--- src/rtl/wc_pad_gearbox.sv ---
// -----------------------------------------------------------------------------
// wc_pad_gearbox
//
// Pad-side gearbox between the chip I/O ring and the Winograd core. The input
// side reassembles IN_LANES-wide pad beats into one N_IN-word core operand
// vector. The output side buffers N_OUT-word core result vectors in a small
// FIFO and serialises them onto OUT_LANES-wide pad beats, with off-chip
// backpressure.
//
// Ports
//   clk          single clock, all state changes on the rising edge
//   rst          asynchronous reset, active low
//   pad_din      input beat, lane j at [j*DW +: DW]
//   pad_dvalid   input beat qualifier
//   pad_dsof     first beat of an input frame (qualified by pad_dvalid)
//   core_d       assembled operand vector, word w at [w*DW +: DW]
//   core_dvalid  one-cycle pulse when core_d carries a new vector
//   core_z       core result vector
//   core_zvalid  result strobe (no backpressure towards the core)
//   pad_zout     output beat
//   pad_zvalid   output beat valid
//   pad_zsof     first beat of an output frame
//   pad_zready   off-chip accept
//   ovf          sticky: a result vector was dropped on a full FIFO
//   err_sof      sticky: input framing error seen
// -----------------------------------------------------------------------------
module wc_pad_gearbox #(
  parameter int DW         = 10,
  parameter int N_IN       = 6,
  parameter int N_OUT      = 2,
  parameter int IN_LANES   = 2,
  parameter int OUT_LANES  = 1,
  parameter int OBUF_DEPTH = 4
) (
  input  logic                      clk,
  input  logic                      rst,
  input  logic [IN_LANES*DW-1:0]    pad_din,
  input  logic                      pad_dvalid,
  input  logic                      pad_dsof,
  output logic [N_IN*DW-1:0]        core_d,
  output logic                      core_dvalid,
  input  logic [N_OUT*DW-1:0]       core_z,
  input  logic                      core_zvalid,
  output logic [OUT_LANES*DW-1:0]   pad_zout,
  output logic                      pad_zvalid,
  output logic                      pad_zsof,
  input  logic                      pad_zready,
  output logic                      ovf,
  output logic                      err_sof
);

  localparam int IB     = N_IN / IN_LANES;
  localparam int OB     = N_OUT / OUT_LANES;
  localparam int ICW    = (IB > 1) ? $clog2(IB) : 1;
  localparam int OCW    = (OB > 1) ? $clog2(OB) : 1;
  localparam int PW     = $clog2(OBUF_DEPTH);
  localparam int BW_IN  = IN_LANES * DW;
  localparam int BW_OUT = OUT_LANES * DW;
  localparam int VW_IN  = N_IN * DW;
  localparam int VW_OUT = N_OUT * DW;

  // Select output beat idx of a result vector. Looping over constant slice
  // positions keeps every part-select in range for any OB, including OB=1.
  function automatic logic [BW_OUT-1:0] out_beat(input logic [VW_OUT-1:0] v,
                                                 input logic [OCW-1:0]    idx);
    out_beat = '0;
    for (int b = 0; b < OB; b++) begin
      if (OCW'(b) == idx) out_beat = v[b*BW_OUT +: BW_OUT];
    end
  endfunction

  // ---------------------------------------------------------------------------
  // Stage p0: deserialiser (pad beat -> shadow vector -> core_d)
  // ---------------------------------------------------------------------------
  logic [ICW-1:0]   in_cnt_p0;
  logic [ICW-1:0]   slot_p0;
  logic             accept_p0;
  logic             last_p0;
  logic             sof_err_p0;
  logic [VW_IN-1:0] shadow_p0;
  logic [VW_IN-1:0] frame_p0;

  always_comb begin
    // A sof beat always restarts the frame at slot 0; a non-sof beat is only
    // meaningful inside a frame that has already started.
    slot_p0    = pad_dsof ? '0 : in_cnt_p0;
    accept_p0  = pad_dvalid & (pad_dsof | (in_cnt_p0 != '0));
    last_p0    = accept_p0 & (slot_p0 == ICW'(IB - 1));
    sof_err_p0 = pad_dvalid & (pad_dsof ? (in_cnt_p0 != '0) : (in_cnt_p0 == '0));
    // Shadow with the current beat merged in, so the final beat reaches
    // core_d in the same edge it is sampled.
    frame_p0   = shadow_p0;
    for (int k = 0; k < IB; k++) begin
      if (ICW'(k) == slot_p0) frame_p0[k*BW_IN +: BW_IN] = pad_din;
    end
  end

  always_ff @(posedge clk or negedge rst) begin
    if (!rst) begin
      in_cnt_p0   <= '0;
      core_dvalid <= 1'b0;
      core_d      <= '0;
      err_sof     <= 1'b0;
    end else begin
      core_dvalid <= last_p0;
      if (sof_err_p0) err_sof <= 1'b1;
      if (last_p0) begin
        in_cnt_p0 <= '0;
        core_d    <= frame_p0;
      end else if (accept_p0) begin
        in_cnt_p0 <= slot_p0 + ICW'(1);
      end
    end
  end

  // Shadow words are pure data: a stale slot is always rewritten before the
  // frame completes, so it needs no reset.
  always_ff @(posedge clk) begin
    if (accept_p0) shadow_p0 <= frame_p0;
  end

  // ---------------------------------------------------------------------------
  // Stage p1: output FIFO (core_z -> FIFO)
  // ---------------------------------------------------------------------------
  typedef enum logic {S_IDLE, S_SEND} state_t;

  state_t              state_p1;
  logic [OCW-1:0]      beat_p1;
  logic [VW_OUT-1:0]   sreg_p1;
  logic [VW_OUT-1:0]   fifo_mem [OBUF_DEPTH];
  logic [PW:0]         wr_ptr_p1;
  logic [PW:0]         rd_ptr_p1;
  logic                fifo_empty;
  logic                fifo_full;
  logic                push;
  logic                pop;
  logic [VW_OUT-1:0]   fifo_head;

  // Pointers carry one extra wrap bit to tell full from empty.
  assign fifo_empty = (wr_ptr_p1 == rd_ptr_p1);
  assign fifo_full  = (wr_ptr_p1[PW] != rd_ptr_p1[PW]) &&
                      (wr_ptr_p1[PW-1:0] == rd_ptr_p1[PW-1:0]);
  assign fifo_head  = fifo_mem[rd_ptr_p1[PW-1:0]];

  always_comb begin
    // Pop when idle, or when the last beat of the current frame is accepted,
    // giving back-to-back frames with no bubble.
    pop  = !fifo_empty &&
           ((state_p1 == S_IDLE) ||
            (pad_zready && (beat_p1 == OCW'(OB - 1))));
    // A same-cycle pop frees the slot a push on a full FIFO needs.
    push = core_zvalid && (!fifo_full || pop);
  end

  always_ff @(posedge clk or negedge rst) begin
    if (!rst) begin
      wr_ptr_p1 <= '0;
      rd_ptr_p1 <= '0;
      ovf       <= 1'b0;
    end else begin
      if (push) wr_ptr_p1 <= wr_ptr_p1 + (PW+1)'(1);
      if (pop)  rd_ptr_p1 <= rd_ptr_p1 + (PW+1)'(1);
      if (core_zvalid && !push) ovf <= 1'b1;
    end
  end

  always_ff @(posedge clk) begin
    if (push) fifo_mem[wr_ptr_p1[PW-1:0]] <= core_z;
  end

  // ---------------------------------------------------------------------------
  // Stage p2: serialiser (FIFO head -> shift register -> pad beats)
  // ---------------------------------------------------------------------------
  always_ff @(posedge clk or negedge rst) begin
    if (!rst) begin
      state_p1   <= S_IDLE;
      beat_p1    <= '0;
      pad_zvalid <= 1'b0;
      pad_zsof   <= 1'b0;
      pad_zout   <= '0;
    end else begin
      if (pop) begin
        state_p1   <= S_SEND;
        beat_p1    <= '0;
        pad_zvalid <= 1'b1;
        pad_zsof   <= 1'b1;
        pad_zout   <= out_beat(fifo_head, '0);
      end else if ((state_p1 == S_SEND) && pad_zready) begin
        if (beat_p1 == OCW'(OB - 1)) begin
          state_p1   <= S_IDLE;
          beat_p1    <= '0;
          pad_zvalid <= 1'b0;
          pad_zsof   <= 1'b0;
          pad_zout   <= '0;
        end else begin
          beat_p1  <= beat_p1 + OCW'(1);
          pad_zsof <= 1'b0;
          pad_zout <= out_beat(sreg_p1, beat_p1 + OCW'(1));
        end
      end
    end
  end

  // The frame being sent is held here so the FIFO slot can be reused at once.
  always_ff @(posedge clk) begin
    if (pop) sreg_p1 <= fifo_head;
  end

endmodule

--- config.mk ---
export PLATFORM = sky130hd
export DESIGN_NAME = wc_pad_gearbox
export DESIGN_NICKNAME = d
export VERILOG_FILES = /design/src/rtl/wc_pad_gearbox.sv
export SDC_FILE = /design/constraint.sdc
export NUM_CORES = 1
export LEC_CHECK = 0
export ABC_AREA = 1
export BUFFER_PORTS_ARGS = -buffer_cell sky130_fd_sc_hd__buf_2
export CORE_MARGIN = 2
export CORE_UTILIZATION = 56
export CTS_CLUSTER_DIAMETER = 200
export DETAILED_ROUTE_END_ITERATION = 16
export HOLD_SLACK_MARGIN = 0.06
export PLACE_DENSITY = 0.78
export SETUP_SLACK_MARGIN = 0.4
export SLEW_MARGIN = 20
export SYNTH_ARGS = -nofsm -noshare
export SYNTH_HDL_FRONTEND = slang
export SYNTH_SLANG_ARGS = --single-unit
export TNS_END_PERCENT = 5
--- constraint.sdc ---
create_clock -name clk -period 3.5 [get_ports clk]
set_input_delay 0.7 -clock clk [delete_from_list [all_inputs] [get_ports clk]]
set_output_delay 0.7 -clock clk [all_outputs]
set_load 0.02 [all_outputs]
======== After elaboration in Yosys (flattened, before gate mapping) ========
Memories as Yosys holds them, arrays and structs flattened.
Index checks and enable logic that the tools add are counted.
Widths: inputs -> output; s select.
storage, ports and cells
  memories ................................ 1
  input port bits ......................... 46
  bits in registers ....................... 164
  logic and storage cells ................. 68
  RAM bits ................................ 80
memories
  memory    words  bits a word  read ports  clocked after Yosys merged registers in  wr ports  line  text
  fifo_mem  4      20           1           0                                        1         130   logic [VW_OUT-1:0] fifo_mem [OBUF_DEPTH];
operators by class
  reductions and logical operators ........ 18
  bitwise operators ....................... 5
  muxes and demuxes ....................... 21
  $add $sub $neg .......................... 4
  eq/ne operators ......................... 6
operators by type and width
  operator             number
  $mux 20              3
  $mux 10              4
  $mux 1               11
  $reduce_bool 2->1    4
  $add 3x1->3 const B  2
  $logic_and 1x1->1    6
  $mux 2               3
  $logic_not 2->1      2
  $and 1x1->1          3
  $eq 3x3->1           1
  $logic_not 1->1      3
  $add 2x1->2 const B  1
  $eq 1x2->1 const A   1
  $eq 2x2->1           1
  $eq 2x2->1 const A   1
  $eq 2x2->1 const B   1
  $logic_or 1x1->1     2
  $reduce_and 2->1     1
  $add 1x1->1 const B  1
  $ne 1x1->1           1
  $not 1->1            1
  $or 1x1->1           1

======== Longest topological paths before layout ========
Gate-level depths: netlist of the first run.
  word-level depth ........................ 7
  gate-level depth with buffers ........... 9
  gate-level depth less buffers ........... 8

======== Worst setup path after synthesis of the first run ========
OpenSTA, ideal clock, no wires.
  path type ............................... in2reg
  start ................................... in pad_dsof
  end ..................................... reg shadow_p0[0], enable pin
  setup slack ............................. 0.266 ns
  setup time .............................. 0.443 ns
  arrival ................................. 2.792 ns
  path buffers ............................ 0
  cell stages on the path ................. 3
  cell sequence ........................... inv_2 -> ha_1 -> nor2_1
between the ends
  word-level cells in the longest chain between the ends .. 2
RTL lines
  what                  line  text
  start, declared       39    input logic pad_dsof,
  $or 1x1->1            87    accept_p0 = pad_dvalid & (pad_dsof | (in_cnt_p0 != '0));
  $and 1x1->1           87
  named net accept_p0   77    logic accept_p0;
  end signal, assigned  119   if (accept_p0) shadow_p0 <= frame_p0;
  end, declared         80    logic [VW_IN-1:0] shadow_p0;
The timed path passes the listed nets, and every way through them passes these cells.
A chain may end at the register's enable or synchronous reset.

======== Final worst setup path of the first run ========
  start ................................... reg rd_ptr_p1[1]
  end ..................................... reg sreg_p1[13], enable pin
between the ends
  word-level cells in the longest chain between the ends .. 3
RTL lines
  what                    line  text
  start, declared         132   logic [PW:0] rd_ptr_p1;
  start signal, assigned  162   if (pop) rd_ptr_p1 <= rd_ptr_p1 + (PW+1)'(1);
  $eq 3x3->1              140   assign fifo_empty = (wr_ptr_p1 == rd_ptr_p1);
  $logic_not 1->1         148   pop = !fifo_empty &&
  $logic_and 1x1->1       148
  named net pop           136   logic pop;
  end signal, assigned    206   if (pop) sreg_p1 <= fifo_head;
  end, declared           129   logic [VW_OUT-1:0] sreg_p1;
The timed path passes the listed nets, and every way through them passes these cells.

==> metrics.md, run 1 <==
| Metric | Value |
|---|---|
| Worst R2R Start | rd_ptr_p1[1]$_DFFE_PN0P_ |
| Ant. Diodes | 0 |
| CTS tree | done |
| DIE HEIGHT | about 130 µm |
| Seq/Total Area, Yosys | 71.1% |
| CTS buffer count | 21 |
| Multi-input logic area | ~2100 µm² |
| Final Non-Filler Cells | 1088 |
| RR Endpoint | sreg_p1[13]$_DFFE_PP_ |
| HPWL after DPL | ~11 mm |
| Max Clk Rate | around 0.40 GHz |
| Utilization after layout | about two thirds |
| Combinational share of power | between 30% and 40% |
| Clock root cell | clkbuf_16 |
| Arr. time, crit path | between 2000 and 3000 ps |
| 1st-iter DRT viols | between 500 and 600 |
| Hold Vio Cnt, Final | 0 |
| Post-Route Setup TNS | 0 ps |
| Vias per cell | 5.44 |
| Clk Latency, worst-skew pair | between 400 and 500 ps |
| Initial Util | between 50 and 60% |
| Main synth FF type | edfxtp_1 |
| Ys async rst share | between 30% and 40% |
| Sequential Power Share | around 45% |
| Chip width | approximately 130 µm |
| Max_slew headroom | about half |
| Syn. warnings | 0 |
| Setup crit start kind | register |
| Distinct cells, synth | 25 |
| Worst-case clock buffer depth | 3 |
| Initial DRT Pass Iterations | 5 |
| Pint | between 5 and 6 mW |
| Cts hold-fix bufs | 0 |
| Clock share of power | 23.2% |
| # IOs | approximately 120 |
| Setup WS pre-CTS | ~1000 ps |
| Count of endpoints failing setup in the final report | 0 |
| CP endpoint | sreg_p1[13]$_DFFE_PP_ |
| CP max FO | 28 |
| Dpl cells | 1051 |
| Global-route wire length before repair | ~29 mm |
| CTS clk-pin slew, worst paths | 60 ps |
| Nets | roughly 940 |
| Minimum clock period after layout | approximately 2500 ps |
| Area growth syn-to-layout | 16.4% |
| Part of the cycle the worst path needs | between 70% and 80% |
| Placed cell area | slightly above 9000 µm² |
| Slowest cell on the critical path | dfrtp_1 |
| FF+latch area | 6010 µm² |
| Global route total overflow | 0 |
| Initial antenna violation count | 0 |
| Core area | about 15000 µm² |
| Max Cap Viol | 0 |
| Setup bufs post-CTS | 0 |
| Full die area | approximately 16000 µm² |
| Final instance area | about 9800 µm² |
| FF+latch count, synth | ~210 |
| Leak | roughly 4.5 nW |
| Fin. max-slew vios | 0 |
| Vias | between 5000 and 6000 |
| Post-CTS resize count | 0 |
| Worst setup margin | between 900 and 1000 ps |
| Mapped Nets | between 800 and 900 |
| Status | finished clean |
| Crit path top cell by count | nand2_1 |
| Clock sink count | between 200 and 250 |
| Power, Total | about 9 mW |
| Worst setup path startpoint | rd_ptr_p1[1]$_DFFE_PN0P_ |
| Worst Tran Pin Value | between 700 and 800 ps |
| Max IR drop VDD | roughly 640 µV |
| Mapped Avg Cell Area | 10.9 µm² |
| Count of flip-flops with a built-in enable after synthesis | 130 |
| All-Layer GR Usage | between 20% and 30% |
| DR DRC count | 0 |
| Clock Skews | around 7.0 ps |
| NetSw | 3.33 mW |
| IO Port Bufs | 120 |
| R2R cell count | 6 |
| Wire per inst | roughly 16 µm |
| Worst hold path type | input pin to async pin |
| Filler instances | 1100 |
| Cells after Synth | about 770 |
| Post-DRT Antenna Nets | 0 |
| Largest net degree at the start of global routing | 85 |
| Kind of end point of the critical path | register |
| CP Class | register to register |
| Gpl congestion | ~0.84 |
| Flop-to-flop setup slack | between 900 and 1000 ps |
| Vias in the first global route | approximately 5700 |
| Req. time, crit path | around 3600 ps |
| Sw frac | roughly 37% |
| Final WL | ~18 mm |
| Share of the synthesized area in the top cell type | ~46% |
| RSZ-0062 raised after global routing | false |
| PD cells | around 900 nW/µm² |
| Rows | 44 |
| Crit path cell chain | inv_2 -> nand2_1 -> nand2_1 -> nand3_1 -> nand2_2 -> inv_1 |
| Hold WS | 257 ps |
| Layout cells sized above 1 | 19.0% |
| Synth area leader | edfxtp_1 |
| Mapped Area | about 8400 µm² |
| Top cells by area, synth | edfxtp_1 (46%), dfrtp_1 (25%), nand2_1 (12%) |
| H-tree levels | 1 |
| Largest stage delay on the critical path | between 500 and 600 ps |
## cell usage after synthesis (2+ instances only)
library cell	instances
nand3_1	47
nand2_1	280
o21bai_1	2
a21oi_1	21
inv_1	35
clkbuf_1	13
buf_6	2
inv_2	4
nor2_1	48
o21ai_0	31
o21ai_1	31
o22ai_1	10
edfxtp_1	130
buf_2	21
ha_1	6
dfrtp_1	84
## cell usage in the layout (no fill, tap or decap), types with 10 or more instances in the layout
cell,n
nor2_1,47
o22ai_1,10
buf_4,11
nand3_1,47
dfrtp_1,84
inv_1,34
edfxtp_1,130
buf_2,119
a21oi_1,21
clkbuf_16,21
o21ai_1,31
o21ai_0,31
nand2_1,280
## registers in the layout (all words and copies together), names as in the netlist
register,count
beat_p1,1
core_d,60
core_dvalid,1
err_sof,1
fifo_mem,80
in_cnt_p0,2
ovf,1
pad_zout,10
pad_zsof,1
rd_ptr_p1,3
shadow_p0,40
sreg_p1,10
state_p1,1
wr_ptr_p1,3
## final cells by class
type | instances | share of cell area [%]
clock buffers | 27 | 5.68
clock inverters | 10 | 0.763
inverters | 39 | 1.49
multi-input cells | 482 | 21.4
flip-flops and latches | 214 | 61.1
well taps | 184 | 2.34
repair buffers | 132 | 7.21
## metal layers
layer  track usage, %  wire length [µm]  part of all wire [%]  vias up
met4             5.82               357                   2.0        0
li1                 -                 -                     -     2800
met1             32.3              7660                    43     2861
met5                0                 0                     0        -
met2             36.6              8590                    48      234
met3             3.96              1230                   6.9       28
## worst max-delay path: cells and delay by family (launching register included)
family | cells | cell delay [ps]
buffers and inverters | 2 | 730
AND/OR/NAND/NOR | 4 | 870
flip-flops | 1 | 550
## worst min-delay path by stage
| stage | to | start | cells past startpoint |
|---|---|---|---|
| CTS | fifo_mem[2][6]$_DFFE_PP_ | core_z[6] | 1 |
| finish | core_d[55]$_DFFE_PN0P_ | rst | 1 |
| global route | core_d[3]$_DFFE_PN0P_ | rst | 1 |
| floorplan | beat_p1$_DFFE_PN0P_ | rst | 0 |
| detailed placement | core_d[23]$_DFFE_PN0P_ | core_d[23]$_DFFE_PN0P_ | 2 |
| global placement | core_d[23]$_DFFE_PN0P_ | core_d[23]$_DFFE_PN0P_ | 2 |
## power groups by stage
stage / sequential [mW] / clock (mW) / combinational [mW]
CTS: 4.01 / 2.11 / 2.92
detailed placement: 4.04 / 0 / 2.89
global route: 4.08 / 2.23 / 3.25
floorplan: 4.44 / 0 / 1.50
finish: 4.01 / 2.09 / 2.90
global placement: 4.03 / 0 / 2.80
## cells by family (layout without fill, tap and decap cells)
family | Yosys count | after routing | synth area share (%)
AO/OA/AOI/OAI | 95 | 95 | 5.84
XOR/XNOR | 3 | 3 | 0.400
adder cells (fa/ha/maj) | 6 | 6 | 0.889
buffers and inverters | 78 | 208 | 4.01
flip-flops | 214 | 214 | 71.1
AND/OR/NAND/NOR | 378 | 378 | 17.7
Note: power is estimated with default switching activity, not from simulation.
==> run 2, diff against run 1 <==
- CORE_UTILIZATION: 56 -> 51
- PLACE_DENSITY: 0.78 -> 0.75
- clock period: 3.5 -> 2.2 ns (I/O delays scaled with it)
==> run 2 against run 1 <==
Sequential cell count did not move. Die area up 9.5%. Total power grew 62%. Global-route usage shrank 1.6 points. Critical path depth up 2. Design area increased by 2.4%. Sequential power grew 57%. Fmax grew 51%. Utilization decreased by 5.8 points. Routed wire length grew 3.3%. Clock skew is 10 ps higher. Largest cell class unchanged. Highest routed layer unchanged.
==> metrics.md, run 2 (synthesis results as in run 1) <==
| Metric | Value |
|---|---|
| Worst Tran Pin Value | 810 ps (+43.7 ps) |
| # IOs | 121 (unchanged) |
| Count of endpoints failing setup in the final report | 0 (unchanged) |
| R2R cell count | 8 (+2) |
| Full die area | 17600 µm² (+9.5%) |
| Global-route wire length before repair | 29.3 mm (+1.4%) |
| Hold Vio Cnt, Final | 0 (unchanged) |
| RR Endpoint | core_d[36]$_DFFE_PN0P_ |
| Clock Skews | 17.3 ps (+10.4 ps) |
| Area growth syn-to-layout | 19.2% |
| Post-DRT Antenna Nets | 0 (unchanged) |
| DR DRC count | 0 (unchanged) |
| 1st-iter DRT viols | 426 (-17%) |
| Part of the cycle the worst path needs | 76.2% (+3.9 points) |
| Sw frac | 36.8% (-0.22 points) |
| Max_slew headroom | 45.8% (-3.1 points) |
| Worst R2R Start | in_cnt_p0[1]$_DFFE_PN0P_ |
| Vias | 5884 (-0.66%) |
| CP Class | register to register |
| Setup crit start kind | register |
| Clock sink count | 214 (unchanged) |
| Layout cells sized above 1 | 20.8% (+1.7 points) |
| Vias in the first global route | 5784 (+1.7%) |
| Req. time, crit path | 2620 ps (-1010 ps) |
| Initial antenna violation count | 0 (unchanged) |
| Sequential Power Share | 43.3% (-1.2 points) |
| Placed cell area | 9380 µm² (+2.0%) |
| Pint | 9.21 mW (+62%) |
| Setup WS pre-CTS | 343 ps (-678 ps) |
| RSZ-0062 raised after global routing | true |
| Rows | 47 (+6.8%) |
| IO Port Bufs | 120 (unchanged) |
| Utilization after layout | 61.4% (-5.8 points) |
| Max FFs per register | 80 (unchanged) |
| Wire per inst | 16.2 µm (-1.4%) |
| Arr. time, crit path | 2090 ps (-570 ps) |
| Vias per cell | 5.16 (-5.2%) |
| CTS clk-pin slew, worst paths | 60 ps (about the same) |
| Max IR drop VDD | 869 µV (+35%) |
| CP max FO | 41 (+46%) |
| Final Non-Filler Cells | 1140 (+4.8%) |
| Clock root cell | clkbuf_16 |
| Ant. Diodes | 0 (unchanged) |
| Minimum clock period after layout | 1680 ps (-854 ps) |
| DIE HEIGHT | 133 µm (+4.6%) |
| Nets | 957 (+1.6%) |
| NetSw | 5.35 mW (+61%) |
| Setup bufs post-CTS | 0 (unchanged) |
| Initial DRT Pass Iterations | 5 (unchanged) |
| Kind of end point of the critical path | register |
| Final instance area | 10100 µm² (+2.4%) |
| CTS tree | done |
| CP endpoint | core_d[36]$_DFFE_PN0P_ |
| CTS buffer count | 21 (unchanged) |
| Gpl congestion | 0.821 (-2.0%) |
| Multi-input logic area | 2130 µm² (+1.2%) |
| Chip width | 133 µm (+4.6%) |
| Dpl cells | 1100 (+4.7%) |
| Max Clk Rate | 0.597 GHz (+51%) |
| Global route total overflow | 0 (unchanged) |
| Filler instances | 1286 (+17%) |
| Post-Route Setup TNS | 0 ps (unchanged) |
| Clk Latency, worst-skew pair | 500 ps (+20 ps) |
| H-tree levels | 1 (unchanged) |
| Worst setup margin | 524 ps (-446 ps) |
| Combinational share of power | 33.7% (+1.5 points) |
| Final WL | 18.4 mm (+3.3%) |
| Status | finished clean |
| Flop-to-flop setup slack | 520 ps (-450 ps) |
| Most common cell after layout, fill and taps aside | nand2_1 |
| Most frequent cells in the layout | nand2_1 (279), edfxtp_1 (130), buf_2 (119), dfrtp_1 (84), nand3_1 (46) |
| All-Layer GR Usage | 21.0% (-1.6 points) |
| Largest net degree at the start of global routing | 70 (-18%) |
| Clock share of power | 22.9% (-0.3 points) |
| Fin. max-slew vios | 0 (unchanged) |
| Worst hold path type | input pin to register |
| PD cells | 1450 nW/µm² (+58%) |
| Initial Util | 51.5% (-6.2 points) |
| Core area | 16400 µm² (+12%) |
| Worst-case clock buffer depth | 3 (unchanged) |
| Max Cap Viol | 0 (unchanged) |
| Worst setup path startpoint | in_cnt_p0[1]$_DFFE_PN0P_ |
| Leak | 4.59 nW (+2.1%) |
| FF+latch area | 6010 µm² (unchanged) |
| HPWL after DPL | 11.9 mm (+4.2%) |
run 2: cell count changes in the layout (fill, tap and decap cells not counted), sizes merged:
cell,previous run,this run
clkbuf,27,36
clkinvlp,1,0
bufinv,1,0
inv,39,40
buf,132,145
clkinv,8,2
dlygate4sd3,0,1
run 2: final cells by class:
cell class              instances  area share [%]
clock buffers                  35            6.24
clock inverters                 3           0.186
inverters                      39            1.45
multi-input cells             482            21.2
flip-flops and latches        214            59.6
well taps                     220            2.73
repair buffers                147            8.57
run 2: timing repair:
action / 4_1_cts / 5_1_grt
endpoints found under the setup margin: 0 / 110
resized for setup: 0 / 3
endpoints found under the hold margin: 11 / 0
hold buffers: 1 / 0
run 2: metal layers:
metal	global-route usage, %	up-vias	part of all wire (%)
li1	-	2833	-
met1	27.6	2785	41
met2	35.3	231	49
met3	4.41	35	7.4
met4	6.39	0	2.2
met5	0	-	0
run 2: through the flow:
stage	hold slack [ps]	total power [mW]
floorplan	144	9.46
global placement	305	11.1
detailed placement	311	11.2
CTS	144	14.6
global route	153	15.4
finish	161	14.6
run 2: critical path, cell delays in order, from the launching register on:
cell and delay [ps]:
dfrtp_1 380, inv_1 70, nand2_1 70, inv_1 50, ha_2 200, nor3_4 180
buf_4 420, nand2_1 120, nand2_1 90
run 2: power by group through the flow:
| stage | Sequential, mW | Combinational [mW] | Clock [mW] |
|---|---|---|---|
| floorplan | 7.06 | 2.40 | 0 |
| detailed placement | 6.37 | 4.87 | 0 |
| CTS | 6.31 | 4.90 | 3.38 |
| finish | 6.31 | 4.91 | 3.34 |
| global placement | 6.34 | 4.75 | 0 |
| global route | 6.43 | 5.47 | 3.54 |
run 2: how the worst min path moves through the flow:
stage | endpoint | start | cells past startpoint | slack (ps)
2_1_floorplan | beat_p1$_DFFE_PN0P_ | rst | 0 | 140
3_3_place_gp | core_d[28]$_DFFE_PN0P_ | rst | 1 | 300
3_5_place_dp | core_d[28]$_DFFE_PN0P_ | rst | 1 | 310
4_1_cts | fifo_mem[0][16]$_DFFE_PP_ | core_z[16] | 1 | 140
5_1_grt | fifo_mem[3][18]$_DFFE_PP_ | core_z[18] | 1 | 150
6_report | fifo_mem[0][16]$_DFFE_PP_ | core_z[16] | 1 | 160
==> run 3, diff against run 2 <==
- clock period: 2.2 -> 1.5 ns (I/O delays scaled with it)
==> run 3 against run 2 <==
The flow now finishes with violations (setup timing). Die area did not move. Clock power rose by 61%. Global-route usage rose by 2.0 points. Combinational power rose by 99%. Non-clock buffer count rose by 45. Register-to-register slack got worse by 570 ps. Sequential share of layout area fell by 7.7 points. Hold slack got worse by 76 ps. Fmax rose by 8.6%. Via count rose by 6.5%. Largest power group is now combinational logic. Highest routed layer unchanged.
==> metrics.md, run 3 (synthesis results as in run 1) <==
| Metric | Value |
|---|---|
| Part of the cycle the worst path needs | 103% (+27 points) |
| Chip width | 133 µm (unchanged) |
| CP max FO | 20 (-51%) |
| HPWL after DPL | 11.5 mm (-3.7%) |
| CP Class | register to register |
| Slowest cell on the critical path | dfrtp_1 |
| CTS clk-pin slew, worst paths | 60 ps (about the same) |
| Vias in the first global route | 6262 (+8.3%) |
| Area growth syn-to-layout | 37.0% |
| Largest net degree at the start of global routing | 42 (-40%) |
| Global-route wire length before repair | 32.2 mm (+10%) |
| Ant. Diodes | 0 (unchanged) |
| Clock root cell | clkbuf_16 |
| Worst-case clock buffer depth | 3 (unchanged) |
| NetSw | 8.92 mW (+67%) |
| Global route total overflow | 0 (unchanged) |
| Layout cells sized above 1 | 32.5% (+12 points) |
| Flop-to-flop setup slack | -40 ps (-570 ps) |
| Max IR drop VDD | 1200 µV (+38%) |
| PD cells | 2140 nW/µm² (+48%) |
| Utilization after layout | 70.5% (+9.1 points) |
| Clock sink count | 214 (unchanged) |
| Hold Vio Cnt, Final | 0 (unchanged) |
| Gpl congestion | 0.832 (+1.4%) |
| Most common cell after layout, fill and taps aside | nand2_1 |
| RSZ-0062 raised after global routing | true |
| CTS buffer count | 22 (+4.8%) |
| Dpl cells | 1114 (+1.3%) |
| All-Layer GR Usage | 22.9% (+2.0 points) |
| Worst Tran Pin Value | 397 ps (-412 ps) |
| Kind of end point of the critical path | register |
| Req. time, crit path | 1710 ps (-910 ps) |
| Full die area | 17600 µm² (unchanged) |
| Worst hold path type | input pin to register |
| # IOs | 121 (unchanged) |
| Crit path top cell by count | buf_12 |
| IO Port Bufs | 120 (unchanged) |
| Status | finished with violations |
| Minimum clock period after layout | 1540 ps (-133 ps) |
| DIE HEIGHT | 133 µm (unchanged) |
| Worst R2R Start | wr_ptr_p1[0]$_DFFE_PN0P_ |
| Rows | 47 (unchanged) |
| Max Clk Rate | 0.648 GHz (+8.6%) |
| Sw frac | 36.1% (-0.68 points) |
| Vias per cell | 5.28 (+2.3%) |
| Max_slew headroom | 73.5% (+28 points) |
| Nets | 1003 (+4.8%) |
| Core area | 16400 µm² (unchanged) |
| Setup crit start kind | register |
| Initial antenna violation count | 0 (unchanged) |
| Initial Util | 51.5% (unchanged) |
| Leak | 5.07 nW (+11%) |
| Largest stage delay on the critical path | 440 ps (+20 ps) |
| Vias | 6266 (+6.5%) |
| Clk Latency, worst-skew pair | 510 ps (about the same) |
| Violated checks | setup timing |
| H-tree levels | 1 (unchanged) |
| Placed cell area | 9630 µm² (+2.7%) |
| Sequential Power Share | 38.8% (-4.5 points) |
| R2R cell count | 6 (-2) |
| Clock share of power | 21.7% (-1.2 points) |
| Worst setup path startpoint | wr_ptr_p1[0]$_DFFE_PN0P_ |
| Pint | 15.8 mW (+72%) |
| Clock Skews | 17.5 ps (+0.105 ps) |
| Final WL | 20.6 mm (+12%) |
| Max FFs per register | 80 (unchanged) |
| Worst setup margin | -42.9 ps (-567 ps) |
| Combinational share of power | 39.5% (+5.8 points) |
| Wire per inst | 17.4 µm (+7.5%) |
| CTS tree | done |
| Arr. time, crit path | 1750 ps (-340 ps) |
| Crit path cell chain | xnor2_2 -> nand3_2 -> nand2_4 -> buf_12 -> nor2_4 -> buf_12 |
| Count of endpoints failing setup in the final report | 87 (+87) |
| RR Endpoint | fifo_mem[2][11]$_DFFE_PP_ |
| Max Cap Viol | 0 (unchanged) |
| CP endpoint | fifo_mem[2][11]$_DFFE_PP_ |
| DR DRC count | 0 (unchanged) |
| Hold WS | 85.6 ps (-75.5 ps) |
| 1st-iter DRT viols | 573 (+35%) |
| Most frequent cells in the layout | nand2_1 (216), edfxtp_1 (130), dfrtp_1 (84), buf_6 (84), nand2_2 (61) |
| Final instance area | 11600 µm² (+15%) |
| Post-DRT Antenna Nets | 0 (unchanged) |
| Final Non-Filler Cells | 1187 (+4.1%) |
| Fin. max-slew vios | 0 (unchanged) |
| Initial DRT Pass Iterations | 5 (unchanged) |
## run 3: layer usage
layer | vias to the layer above | share of wire [%] | global-route usage (%)
met5 | - | 0 | 0
met4 | 0 | 3.2 | 7.53
met3 | 48 | 5.2 | 3.52
met2 | 225 | 52 | 39.9
met1 | 3066 | 39 | 29.7
li1 | 2927 | - | -
## run 3: critical path, delay by kind of cell, from the launching register on
| family | cells | cell delay, ps |
|---|---|---|
| AND/OR/NAND/NOR | 3 | 300 |
| XOR/XNOR | 1 | 180 |
| flip-flops | 1 | 440 |
| buffers and inverters | 2 | 320 |
## run 3: cell type report
| type | instances | area, µm² |
|---|---|---|
| fillers | 1055 | 4840 |
| inverters | 39 | 151 |
| well taps | 220 | 275 |
| multi-input cells | 482 | 2440 |
| clock inverters | 14 | 128 |
| repair buffers | 192 | 1980 |
| clock buffers | 26 | 587 |
| flip-flops and latches | 214 | 6010 |
## run 3: through the flow
step	power, mW	setup TNS [ps]	setup WS, ps
after global placement	16.6	-222	-12.2
after global routing	26.0	-10510	-105
after CTS	24.5	0	12.3
after floorplan	13.9	-27770	-242
after detailed placement	16.9	-1890	-34.8
final	24.7	-2500	-42.9
## run 3: repair_timing
item / CTS / global route
hold endpoints to repair: 164 / 0
hold buffers: 21 / 0
setup endpoints to repair: 338 / 338
cloned: 2 / 2
buffers inserted: 6 / 2
pin swaps: 112 / 9
resized for setup: 278 / 14
## run 3: how the worst min path moves through the flow
| stage | startpoint | end | slack (ps) | cells past startpoint |
|---|---|---|---|---|
| final | pad_din[17] | core_d[57]$_DFFE_PN0P_ | 90 | 3 |
| after global routing | pad_din[16] | core_d[56]$_DFFE_PN0P_ | 90 | 3 |
| after CTS | pad_din[17] | core_d[57]$_DFFE_PN0P_ | 80 | 3 |
| after detailed placement | rst | core_d[23]$_DFFE_PN0P_ | 210 | 1 |
| after global placement | rst | core_d[23]$_DFFE_PN0P_ | 200 | 1 |
| after floorplan | rst | beat_p1$_DFFE_PN0P_ | 4 | 0 |
## run 3: power groups by stage
stage | Sequential (mW) | Clock [mW] | Combinational, mW
finish | 9.61 | 5.37 | 9.76
global route | 9.76 | 5.67 | 10.5
CTS | 9.53 | 5.40 | 9.54
detailed placement | 9.24 | 0 | 7.64
global placement | 9.20 | 0 | 7.45
floorplan | 10.4 | 0 | 3.58
